<file path="config.mk">
export PLATFORM = sky130hd
export DESIGN_NAME = operand_fetch
export DESIGN_NICKNAME = d
export VERILOG_FILES = /design/src/rtl/operand_fetch.sv
export SDC_FILE = /design/constraint.sdc
export NUM_CORES = 1
export LEC_CHECK = 0
export BUFFER_PORTS_ARGS = -buffer_cell sky130_fd_sc_hd__buf_4
export CAP_MARGIN = 10
export CORE_MARGIN = 3
export CORE_UTILIZATION = 39
export DETAILED_ROUTE_END_ITERATION = 6
export PLACE_DENSITY_LB_ADDON = 0.3
export SLEW_MARGIN = 20
export SYNTH_ARGS = -nofsm -noshare
export SYNTH_HDL_FRONTEND = slang
export SYNTH_SLANG_ARGS = --single-unit
</file>
<file path="constraint.sdc">
create_clock -name clk -period 2.9 [get_ports clk]
set_input_delay 0.145 -clock clk [delete_from_list [all_inputs] [get_ports clk]]
set_output_delay 0.145 -clock clk [all_outputs]
set_load 0.005 [all_outputs]
</file>
<file path="src/rtl/operand_fetch.sv">
// ---------------------------------------------------------------------------
// operand_fetch
//
// Decode-to-execute operand fetch stage of the RV32I core. It takes decoded
// instruction fields over a valid/ready handshake and drives the register
// file read addresses. A pending-write scoreboard (one bit per architectural
// register, x0 never tracked) holds back instructions with RAW or WAW
// hazards against writes that are still in flight. The resolved operands are
// captured in an output register toward the execute stage.
//
// Optional feature macro: OPFETCH_FORWARD_EN
//   defined   : a source written back in the same cycle is taken from wb_data
//               and the consumer is accepted in that cycle.
//   undefined : no forwarding mux. The consumer waits through the writeback
//               cycle and reads the register file one cycle later.
//
// Ports
//   clk, rst             clock, synchronous active-high reset
//   in_valid/in_ready    upstream handshake (in_ready is combinational)
//   in_rs1/in_rs2/in_rd  source and destination indices, in_rdwr = writes rd
//   in_imm/in_pc         passed through to the output register
//   ra/rb                register file read addresses (= in_rs1/in_rs2)
//   rf_outa/rf_outb      register file read data (combinational read)
//   wb_valid/wb_rd/
//   wb_data              writeback port, committed to the RF on this edge
//   out_valid/out_ready  downstream handshake
//   out_a/out_b          resolved operands
//   out_rd/out_rdwr/
//   out_imm/out_pc       captured instruction fields
// ---------------------------------------------------------------------------
module operand_fetch #(
   parameter int XLEN = 32,
   parameter int NREG = 32
) (
   input  logic            clk,
   input  logic            rst,
   input  logic            in_valid,
   output logic            in_ready,
   input  logic [4:0]      in_rs1,
   input  logic [4:0]      in_rs2,
   input  logic [4:0]      in_rd,
   input  logic            in_rdwr,
   input  logic [XLEN-1:0] in_imm,
   input  logic [XLEN-1:0] in_pc,
   output logic [4:0]      ra,
   output logic [4:0]      rb,
   input  logic [XLEN-1:0] rf_outa,
   input  logic [XLEN-1:0] rf_outb,
   input  logic            wb_valid,
   input  logic [4:0]      wb_rd,
   input  logic [XLEN-1:0] wb_data,
   output logic            out_valid,
   input  logic            out_ready,
   output logic [XLEN-1:0] out_a,
   output logic [XLEN-1:0] out_b,
   output logic [4:0]      out_rd,
   output logic            out_rdwr,
   output logic [XLEN-1:0] out_imm,
   output logic [XLEN-1:0] out_pc
);

   // Scoreboard and output register state
   logic [NREG-1:0] pending_r;
   logic            out_valid_r;
   logic [XLEN-1:0] out_a_r;
   logic [XLEN-1:0] out_b_r;
   logic [4:0]      out_rd_r;
   logic            out_rdwr_r;
   logic [XLEN-1:0] out_imm_r;
   logic [XLEN-1:0] out_pc_r;

   // Combinational control
   logic [NREG-1:0] clr_s;
   logic [NREG-1:0] set_s;
   logic [NREG-1:0] pending_next_s;
   logic            fwd1_s;
   logic            fwd2_s;
   logic            haz1_s;
   logic            haz2_s;
   logic            hazw_s;
   logic            in_ready_s;
   logic            accept_s;
   logic [XLEN-1:0] opa_s;
   logic [XLEN-1:0] opb_s;

   // Returns vec[idx]; entries at or beyond NREG, and entry 0, read as 0 so
   // a narrow scoreboard never indexes out of range.
   function automatic logic bit_at(input logic [NREG-1:0] vec,
                                   input logic [4:0]      idx);
      logic hit;
      hit = 1'b0;
      for (int r = 1; r < NREG; r++) begin
         hit = hit | (vec[r] & (idx == 5'(r)));
      end
      return hit;
   endfunction

   // Register file read addresses follow the decoded sources directly
   always_comb begin
      ra = in_rs1;
      rb = in_rs2;
   end

   // Writeback clear vector; x0 is never tracked
   always_comb begin
      clr_s = {NREG{1'b0}};
      for (int r = 1; r < NREG; r++) begin
         clr_s[r] = wb_valid && (wb_rd == 5'(r));
      end
   end

`ifdef OPFETCH_FORWARD_EN
   // Same-cycle writeback match and the operand forwarding mux
   always_comb begin
      fwd1_s = wb_valid && (wb_rd == in_rs1) && (in_rs1 != 5'd0);
      fwd2_s = wb_valid && (wb_rd == in_rs2) && (in_rs2 != 5'd0);
      if (fwd1_s) begin
         opa_s = wb_data;
      end else begin
         opa_s = rf_outa;
      end
      if (fwd2_s) begin
         opb_s = wb_data;
      end else begin
         opb_s = rf_outb;
      end
   end
`else
   // Without forwarding, wb_data only reaches operands via the register file
   logic unused_wb_data_s;

   // Operands come straight from the register file
   always_comb begin
      fwd1_s           = 1'b0;
      fwd2_s           = 1'b0;
      opa_s            = rf_outa;
      opb_s            = rf_outb;
      unused_wb_data_s = ^wb_data;
   end
`endif

   // Hazard detection and the upstream ready. A WAW is released by a
   // writeback to the same register in this cycle because the new set
   // overrides that clear in the scoreboard update.
   always_comb begin
      haz1_s     = bit_at(pending_r, in_rs1) && !fwd1_s;
      haz2_s     = bit_at(pending_r, in_rs2) && !fwd2_s;
      hazw_s     = in_rdwr && bit_at(pending_r, in_rd) && !bit_at(clr_s, in_rd);
      in_ready_s = !rst && (!out_valid_r || out_ready)
                   && !haz1_s && !haz2_s && !hazw_s;
      accept_s   = in_valid && in_ready_s;
      in_ready   = in_ready_s;
   end

   // Scoreboard set vector for an accepted writer; rd = x0 sets nothing
   always_comb begin
      set_s = {NREG{1'b0}};
      for (int r = 1; r < NREG; r++) begin
         set_s[r] = accept_s && in_rdwr && (in_rd == 5'(r));
      end
   end

   // Scoreboard next state: set has priority over a same-cycle clear
   always_comb begin
      pending_next_s = (pending_r & ~clr_s) | set_s;
   end

   // Scoreboard register; bit 0 is forced low
   always_ff @(posedge clk) begin
      if (rst) begin
         pending_r <= {NREG{1'b0}};
      end else begin
         pending_r <= {pending_next_s[NREG-1:1], 1'b0};
      end
   end

   // Output register: load on accept, drain on out_ready, otherwise hold.
   // Held operands deliberately ignore later writebacks.
   always_ff @(posedge clk) begin
      if (rst) begin
         out_valid_r <= 1'b0;
         out_a_r     <= {XLEN{1'b0}};
         out_b_r     <= {XLEN{1'b0}};
         out_rd_r    <= 5'd0;
         out_rdwr_r  <= 1'b0;
         out_imm_r   <= {XLEN{1'b0}};
         out_pc_r    <= {XLEN{1'b0}};
      end else if (accept_s) begin
         out_valid_r <= 1'b1;
         out_a_r     <= opa_s;
         out_b_r     <= opb_s;
         out_rd_r    <= in_rd;
         out_rdwr_r  <= in_rdwr;
         out_imm_r   <= in_imm;
         out_pc_r    <= in_pc;
      end else if (out_ready) begin
         out_valid_r <= 1'b0;
      end else begin
         out_valid_r <= out_valid_r;
      end
   end

   // Registered outputs toward execute
   always_comb begin
      out_valid = out_valid_r;
      out_a     = out_a_r;
      out_b     = out_b_r;
      out_rd    = out_rd_r;
      out_rdwr  = out_rdwr_r;
      out_imm   = out_imm_r;
      out_pc    = out_pc_r;
   end

endmodule

</file>
# Word-level counts from Yosys, hierarchy flattened
# Index checks and enable logic that the tools add are counted.
# Widths: inputs -> output; s select.
[totals]
ramBits = 0
romBits = 0
word_cells = 460
latchBits = 0
mem_count = 0
reg_bits = 167
output_inout_bits = 146
inputBits = 186
[op_classes]
n_reduce_logical = 78
mux = 2
eq_ne = 124
div_mod_pow = 0
multipliers = 0
n_shift = 0
n_lt_le_gt_ge = 0
add_sub_neg = 0
bitwise = 247
[op_table]
columns = ["operator", "n"]
rows = [
  ["$eq 5x5->1 const B", 64],
  ["$eq 5x4->1 const B", 32],
  ["$and 1x1->1", 124],
  ["$or 1x1->1", 120],
  ["$eq 5x3->1 const B", 16],
  ["$logic_and 1x1->1", 70],
  ["$eq 5x2->1 const B", 8],
  ["$and 32x32->32", 1],
  ["$not 32->32", 1],
  ["$or 32x32->32", 1],
  ["$eq 5x1->1 const B", 4],
  ["$logic_not 1->1", 6],
  ["$mux 1", 2],
  ["$reduce_bool 2->1", 1],
  ["$logic_or 1x1->1", 1],
]

# Logic depth before layout (Yosys ltp)
# Gate-level depths: netlist of run 1.
[logic_depth]
word_depth = 41
ltp_mapped = 11
mapped_depth_nobuf = 7

# Worst setup path after synthesis of run 1
# Ideal clock, no wire load.
[synth_timing]
kind = "register to register"
from = "reg pending_r[28]"
to = "reg out_a_r[0], in the netlist out_a[0]"
path_buffers = 2
setup_slack_ns = 0.611
period_less_slack_ns = 2.289
stages_incl_launch_ff = 10
arrival_time_ns = 2.167
setup_ns = 0.121
required_time_ns = 2.779
path_cell_list = "dfxtp_1 > mux2i_1 > or4b_2 > o2111a_1 > a32oi_1 > a211oi_1 > o31ai_2 > buf_6 > buf_6 > mux2_4"
[synth_via]
elab_chain_cells = 10
word_cells_on_any_way = 24
cone_classes = "bitwise: 15; reduce/logical: 9"
[synth_lines]
columns = ["element", "line_no", "source"]
rows = [
  ["from (decl)", "63", "logic [NREG-1:0] pending_r;"],
  ["from (signal assigned)", "171", "pending_r <= {NREG{1'b0}};"],
  ["from (signal assigned)", "173", "pending_r <= {pending_next_s[NREG-1:1], 1'b0};"],
  ["$and 1x1->1", "93", "hit = hit | (vec[r] & (idx == 5'(r)));"],
  ["$or 1x1->1 (4 in a row)", "93", ""],
  ["$logic_not 1->1 / $logic_and 1x1->1 (equally long branches)", "150, 148", ""],
  ["$logic_and 1x1->1 (on tied branches)", "150, 148", ""],
  ["$logic_and 1x1->1 / $logic_not 1->1 (equally long branches)", "150", "&& !haz1_s && !haz2_s && !hazw_s;"],
  ["$logic_and 1x1->1 (*)", "150", ""],
  ["$logic_and 1x1->1 (*)", "151", "accept_s = in_valid && in_ready_s;"],
  ["to (signal assigned)", "182", "out_a_r <= {XLEN{1'b0}};"],
  ["to (signal assigned)", "190", "out_a_r <= opa_s;"],
  ["to (decl)", "65", "logic [XLEN-1:0] out_a_r;"],
]
# Mark *: on every way between the ends. The rest lies on a longest branch, timed or not.
# A chain may end at the register's enable or synchronous reset.

# Worst setup path in the final report of run 1
[layout_timing]
from = "reg pending_r[16]"
to = "reg out_imm_r[14], in the netlist out_imm[14]"
[layout_via]
elab_chain_cells = 22
word_cells_on_any_way = 60
cone_classes = "bitwise: 51; reduce/logical: 9"
[layout_lines]
columns = ["element", "line_no", "source"]
rows = [
  ["$and 1x1->1", "93", ""],
  ["$or 1x1->1 (16 in a row)", "93", ""],
  ["$logic_not 1->1 / $logic_and 1x1->1 (equally long branches)", "150, 148", ""],
  ["$logic_and 1x1->1 (on tied branches)", "150, 148", ""],
  ["$logic_and 1x1->1 / $logic_not 1->1 (equally long branches)", "150", ""],
  ["$logic_and 1x1->1 (*)", "150", ""],
  ["$logic_and 1x1->1 (*)", "151", ""],
  ["to (signal assigned)", "186", "out_imm_r <= {XLEN{1'b0}};"],
  ["to (signal assigned)", "194", "out_imm_r <= in_imm;"],
  ["to (decl)", "69", "logic [XLEN-1:0] out_imm_r;"],
]
# Marks and branches as above.

==> flow_summary.rst, run 1 <==
.. list-table::
   :header-rows: 1

   * - Metric
     - Value
   * - Status
     - completed
   * - Synth cell count leaders
     - 166 x dfxtp_1, 134 x nor2b_1, 105 x mux2_4
   * - H-tree Lvls
     - 4
   * - Die area
     - 24,100 um2
   * - Top-count cell post-synth
     - dfxtp_1
   * - Final period utilization
     - 0.971
   * - Post-Place Cell Area
     - 11,200 um2
   * - Multi-input logic area
     - 4900 um2
   * - Proportion of synthesized chip area in sequential cells
     - 0.382
   * - Final setup violating endpoints
     - 0
   * - Clock network latency to the later pin of the worst-skew pair
     - 430 ps
   * - Routed WL per cell
     - 19.3 um
   * - Tot GR Track Use
     - 0.236
   * - Initial core utilization
     - 0.397
   * - Number of global-route vias before repair
     - 8,399
   * - Total CTS buffers
     - 17
   * - Prevailing post-synth register cell
     - dfxtp_1
   * - Worst setup slack before clock tree synthesis
     - 25.3 ps
   * - Sort of element at the end of the critical path
     - flip-flop
   * - Maximum frequency from static timing analysis
     - 355 MHz
   * - CP arrival
     - 3130 ps
   * - Sort of element at the start of the critical path
     - flip-flop
   * - Pin count of the biggest net entering global routing
     - 87
   * - CTS Sinks
     - 166
   * - Worst setup slack after layout
     - 83.1 ps
   * - Portion of synthesized cell area occupied by the leading cell type
     - 0.382
   * - Average footprint of a synthesized cell
     - 10.5 um2
   * - Hold Worst Slack
     - 26.1 ps
   * - ANT cells
     - 0
   * - Category of the most critical setup path
     - flip-flop to flip-flop
   * - Number of max-capacitance violations reported
     - 0
   * - Worst EP required
     - 3210 ps
   * - Die Height
     - 155 um
   * - Multiplexer share of the synthesized area
     - 0.245
   * - Largest fanout of any net on the critical path
     - 61
   * - Warnings from Yosys
     - 0
   * - Detailed Place HPWL
     - 20.1 mm
   * - CTS tree
     - yes
   * - Cell accounting for the most synthesized area
     - dfxtp_1
   * - Post-synthesis simple-gate area fraction
     - 0.214
   * - Slew of the pin with the lowest slew margin
     - 926 ps
   * - Placeable Area
     - 21,900 um2
   * - Total via count after detailed routing
     - 8,038
   * - Post-Synth XOR/XNOR Area
     - 0.00302
   * - RSZ-0062 raised after global routing
     - false
   * - Number of cell rows
     - 54
   * - VDD IR max
     - 0.304 mV
   * - DRC violations left
     - 0
   * - Final Routed Wirelength
     - 29.7 mm
   * - Slew headroom
     - 0.382
   * - Complex-gate fraction of the synthesized area
     - 0.100
   * - Width of the chip
     - 155 um
   * - Share of synthesized cell area in full adder, half adder and majority cells
     - 0
   * - Clock root buffer
     - clkbuf_16
   * - Area contributors post-synth
     - dfxtp_1 38%, mux2_4 18%, nor2b_1 9.6%
   * - Ratio of cells with drive above 1 in the final layout
     - 0.414
   * - Distinct cell type count of the synthesized netlist
     - 63
   * - Count of final hold-check violations
     - 0
   * - Number of search-and-repair iterations in the first detailed-routing pass
     - 5
   * - Total congestion overflow after global routing
     - 0
   * - Seq. cell area
     - 3320 um2
   * - Wire length of the first global-routing pass
     - 45.8 mm
   * - IO buf count
     - 299
   * - Post-synthesis async set-or-reset flop share
     - 0
   * - Routability-driven placement congestion ratio
     - 0.949
   * - Post-Synthesis Cells
     - 832
   * - Total power per unit cell area
     - 447 nW/um2
   * - Largest family of logic cells by synthesized area
     - multiplexers
   * - Post-layout nets
     - 1,430
   * - Filler cell count in the final layout
     - 1,793
   * - Layout area overhead
     - 50.5%
   * - Final sum of negative setup slack
     - 0 ps
   * - Maximum clock skew at final layout
     - 21.4 ps
   * - Synthesized cell area
     - 8700 um2
   * - Number of I/O pins
     - 332
   * - Syn Nets
     - 1,018
   * - Post-synth EDFFs
     - 0
   * - Leakage component of the power
     - 5.94 nW
   * - Clock tree buffer depth
     - 2
   * - Clock-pin slew reported for the worst setup and hold paths after clock tree synthesis
     - 70 ps
   * - Number of antenna violations at the first check in global routing
     - 0
   * - Starting DRC count in detailed routing
     - 485
   * - Worst min-delay path category
     - input port to flip-flop
   * - Final instance area
     - 13,100 um2
   * - Number of antenna-violating nets in the routed design
     - 0
   * - Crit path time final
     - 2820 ps
   * - Flip-flop and latch count after synthesis
     - 166
   * - Via-per-instance ratio
     - 5.23
   * - Final Max Slew Viols
     - 0
-- final cells by class --
cell class,count,share of cell area
clock inverters,15,0.0138
clock buffers,17,0.0325
inverters,10,0.00287
repair buffers,469,0.296
flip-flops and latches,166,0.254
well taps,280,0.0268
multi-input cells,580,0.375
-- path summary, 6_finish.rpt --
path / startpoint / end / slack, ps / cells after the start
max: pending_r[16] / out_imm[14] / 80 / 7
min: out_ready / out_valid / 30 / 3
max reg2reg: pending_r[16] / out_imm[14] / 80 / 7
min reg2reg: out_rd[1] / out_rd[1] / 460 / 2
-- routing by layer --
layer / GRT usage / wire length, um
met5: 0 / 0
met3: 0.0604 / 2180
met4: 0.0938 / 937
met1: 0.295 / 12300
met2: 0.388 / 14300
-- stage by stage --
step            util  std cells  power, W
2_1_floorplan      -        832   0.00297
3_3_place_gp   0.512       1377   0.00343
3_5_place_dp   0.512       1377   0.00344
4_1_cts        0.598       1537   0.00589
5_1_grt        0.598       1537   0.00608
6_report       0.598       1537   0.00584
-- timing repair --
action | 4_1_cts | 5_1_grt
setup buffers | 0 | 0
endpoints found under the hold margin | 128 | 0
endpoints found under the setup margin | 0 | 8
hold buffers | 128 | 0
gates resized for setup | 0 | 1
-- cell families (layout without fill, tap and decap cells) --
kind of cell    count (synthesis)  after routing
simple gates                  308            308
flops                         166            166
mux                           153            153
compound gates                116            116
buf+inv                        86            511
xor+xnor                        3              3
-- where the power goes --
group          total (W)  switching, W  internal, W  leakage [nW]
Sequential       0.00246     0.0000611      0.00239          1.35
Clock            0.00229       0.00112      0.00117         0.292
Combinational    0.00110      0.000440     0.000660          4.30
Total            0.00584       0.00162      0.00423          5.94
-- placed cells by master, fill, tap and decap left out, types with 5 or more instances in the layout --
cell type	synthesis	layout
buf_4	10	338
dfxtp_1	166	166
nor2b_1	134	134
dlygate4sd3_1	0	128
mux2_4	105	105
nand2_1	41	41
mux2_2	31	31
nand3_1	28	28
o31ai_1	28	28
clkbuf_16	0	17
o211ai_1	16	16
a21oi_1	15	15
nand2b_1	14	14
nor2_1	14	14
mux2i_1	14	14
nand3b_1	14	14
nor4_1	11	11
inv_1	9	9
o21ai_0	8	8
nor3_1	7	7
and4b_1	6	6
a31oi_1	6	6
or4bb_1	5	5
and2_1	5	5
o311ai_0	5	5
inv_8	0	5
-- worst max-delay path: stages, from the launching register on --
cell	delay, ps
dfxtp_1	380
mux4_2	490
a21oi_1	170
o221ai_1	160
a211oi_1	570
o31ai_4	250
buf_12	290
mux2_4	350
-- registers in the layout, indices dropped and copies added (netlist names) --
| register | count |
|---|---|
| out_pc | 32 |
| out_valid | 1 |
| out_rdwr | 1 |
| out_b | 32 |
| out_a | 32 |
| pending_r | 31 |
| out_rd | 5 |
| out_imm | 32 |
(Power assumes the default switching activity.)
==> inputs of run 2 (changes only) <==
Settings changed: CORE_ASPECT_RATIO set to 1.2.
Clock period 2.9 ns to 2.6 ns, I/O delays scaled along.
==> run 2 against run 1 <==
- the flow now finishes with violations (setup timing)
- final area is 9.9% higher
- count of clock-buffer cells in the layout stayed put
- largest power group unchanged
- global-route usage is 2.1 points higher
- worst hold slack better by 63 ps
- first-iteration DRC count is 26% higher
==> flow_summary.rst, run 2 (synthesized netlist as in run 1, its figures left out) <==
.. list-table::
   :header-rows: 1

   * - Metric
     - Value
   * - Worst EP required
     - 2930 ps
   * - Initial core utilization
     - 0.399
   * - Switching power
     - 0.00189 W
   * - Width of the chip
     - 142 um
   * - Die area
     - 24,100 um2
   * - Crit path time final
     - 2630 ps
   * - Worst setup slack after layout
     - -28.0 ps
   * - DRC violations left
     - 0
   * - Worst min-delay path startpoint
     - in_rdwr
   * - Reg power frac
     - 0.408
   * - Ratio of cells with drive above 1 in the final layout
     - 0.483
   * - Category of the most critical setup path
     - flip-flop to flip-flop
   * - Critical path startpoint
     - pending_r[31]
   * - Final sum of negative setup slack
     - -276 ps
   * - Starting DRC count in detailed routing
     - 612
   * - Total internal power
     - 0.00484 W
   * - Number of antenna violations at the first check in global routing
     - 0
   * - Sort of element at the start of the critical path
     - flip-flop
   * - Leakage component of the power
     - 6.64 nW
   * - Slew of the pin with the lowest slew margin
     - 826 ps
   * - IO buf count
     - 299
   * - Die Height
     - 170 um
   * - Maximum clock skew at final layout
     - 16.3 ps
   * - CP arrival
     - 2960 ps
   * - Routed WL per cell
     - 20.9 um
   * - Combinational cell fraction of total power
     - 0.212
   * - Final period utilization
     - 1.01
   * - Clock root buffer
     - clkbuf_16
   * - CTS Sinks
     - 166
   * - Via-per-instance ratio
     - 5.30
   * - Largest fanout of any net on the critical path
     - 7
   * - Layout area overhead
     - 65.3%
   * - Cell depth of the worst flop-to-flop path
     - 11
   * - Count of final hold-check violations
     - 0
   * - Filler cell count in the final layout
     - 1,635
   * - Number of antenna-violating nets in the routed design
     - 0
   * - Commonest cells after routing, fill and taps aside
     - 417 x buf_4, 157 x dfxtp_1, 134 x nor2b_1, 129 x dlygate4sd3_1, 105 x mux2_4
   * - Tot GR Track Use
     - 0.257
   * - Total congestion overflow after global routing
     - 0
   * - Wire length of the first global-routing pass
     - 49.1 mm
   * - Final setup violating endpoints
     - 26
   * - Sw frac
     - 0.281
   * - Slew headroom
     - 0.450
   * - Clock tree buffer depth
     - 2
   * - Clock network latency to the later pin of the worst-skew pair
     - 430 ps
   * - H-tree Lvls
     - 4
   * - Routability-driven placement congestion ratio
     - 1.02
   * - Violated checks
     - setup timing
   * - Status
     - finished with violations
   * - Sort of element at the end of the critical path
     - flip-flop
   * - Final Max Slew Viols
     - 0
   * - Worst setup slack before clock tree synthesis
     - -255 ps
   * - Most common cell after layout, fill and taps aside
     - buf_4
   * - Reg-to-reg setup timing slack
     - -30 ps
   * - Power consumption
     - 0.00673 W
   * - Number of I/O pins
     - 332
   * - Number of search-and-repair iterations in the first detailed-routing pass
     - 6
   * - VDD IR max
     - 0.487 mV
   * - Final Routed Wirelength
     - 34.2 mm
   * - Capturing instance or port of the critical path
     - out_pc[25]
   * - Worst r2r dst
     - out_pc[25]
   * - Total power per unit cell area
     - 468 nW/um2
   * - Number of global-route vias before repair
     - 8,942
   * - CTS tree
     - yes
   * - Post-layout nets
     - 1,536
   * - Clock-pin slew reported for the worst setup and hold paths after clock tree synthesis
     - 80 ps
   * - Number of cell rows
     - 59
   * - Total CTS buffers
     - 17
   * - Total via count after detailed routing
     - 8,683
   * - Clk pwr share
     - 0.381
   * - Pin count of the biggest net entering global routing
     - 75
   * - Detailed Place HPWL
     - 22.2 mm
   * - Placeable Area
     - 21,800 um2
   * - Worst min-delay path category
     - input port to flip-flop
   * - Startpoint of the lowest-slack register-to-register path
     - pending_r[31]
   * - Maximum frequency from static timing analysis
     - 381 MHz
   * - Number of max-capacitance violations reported
     - 0
   * - RSZ-0062 raised after global routing
     - true
==> run 2: cell types whose count changed in the layout (fill, tap and decap cells not counted), moves of 7 or more <==
cell	before	now
clkbuf_16	17	24
buf_12	2	12
dfxtp_1	166	157
dfxtp_2	0	9
buf_4	338	417
==> run 2: critical path: stages (launching register included) <==
cell and delay, ps:
dfxtp_1 310, mux2_2 270, a32o_1 270, a21oi_2 130, o221ai_2 160, a211oi_4 350, o31ai_4 140, buf_12 160
buf_12 140, buf_12 140, clkbuf_16 160, mux2_4 290
==> run 2: layout make-up <==
class	instances	area (um2)	share of cell area
multi-input cells	580	5090	0.354
repair buffers	575	4970	0.346
flip-flops and latches	166	3330	0.232
clock buffers	17	425	0.0296
well taps	274	343	0.0238
clock inverters	15	175	0.0122
inverters	10	37.5	0.00261
diodes	1	2.50	0.000174
==> run 2: power groups by stage <==
stage	sequential, W	combinational (W)	clock (W)
global route	0.00276	0.00150	0.00271
floorplan	0.00279	0.000517	0
global placement	0.00279	0.00114	0
CTS	0.00274	0.00131	0.00261
finish	0.00274	0.00142	0.00256
detailed placement	0.00279	0.00115	0
==> run 2: worst min path at each step <==
| stage | end | slack, ps | depth (start not counted) |
|---|---|---|---|
| floorplan | out_a[0] | 270 | 1 |
| global placement | out_imm[7] | 360 | 2 |
| detailed placement | out_b[18] | 360 | 2 |
| CTS | pending_r[24] | 40 | 3 |
| global route | pending_r[24] | 80 | 3 |
| finish | out_rdwr | 90 | 3 |
==> run 2: timing repair <==
item	CTS	global route
pin swaps	2	14
gates resized for setup	1	56
setup buffers	1	19
hold buffers	129	0
endpoints found under the hold margin	129	0
setup endpoints to repair	123	136
cloned	0	7
==> run 2: layer usage <==
metal	GRT usage	routed length (um)
met1	0.294	12900
met2	0.451	17500
met3	0.0707	2390
met4	0.107	1320
met5	0	0
==> run 2: metrics by stage <==
step                cell area, um2   util  hold WS, ps  std cells
CTS                          13800  0.634         39.8       1613
global placement             11900  0.547          356       1451
finish                       14400  0.660         89.2       1638
global route                 14400  0.660         83.1       1637
floorplan                     8700      -          273        832
detailed placement           11900  0.547          359       1451
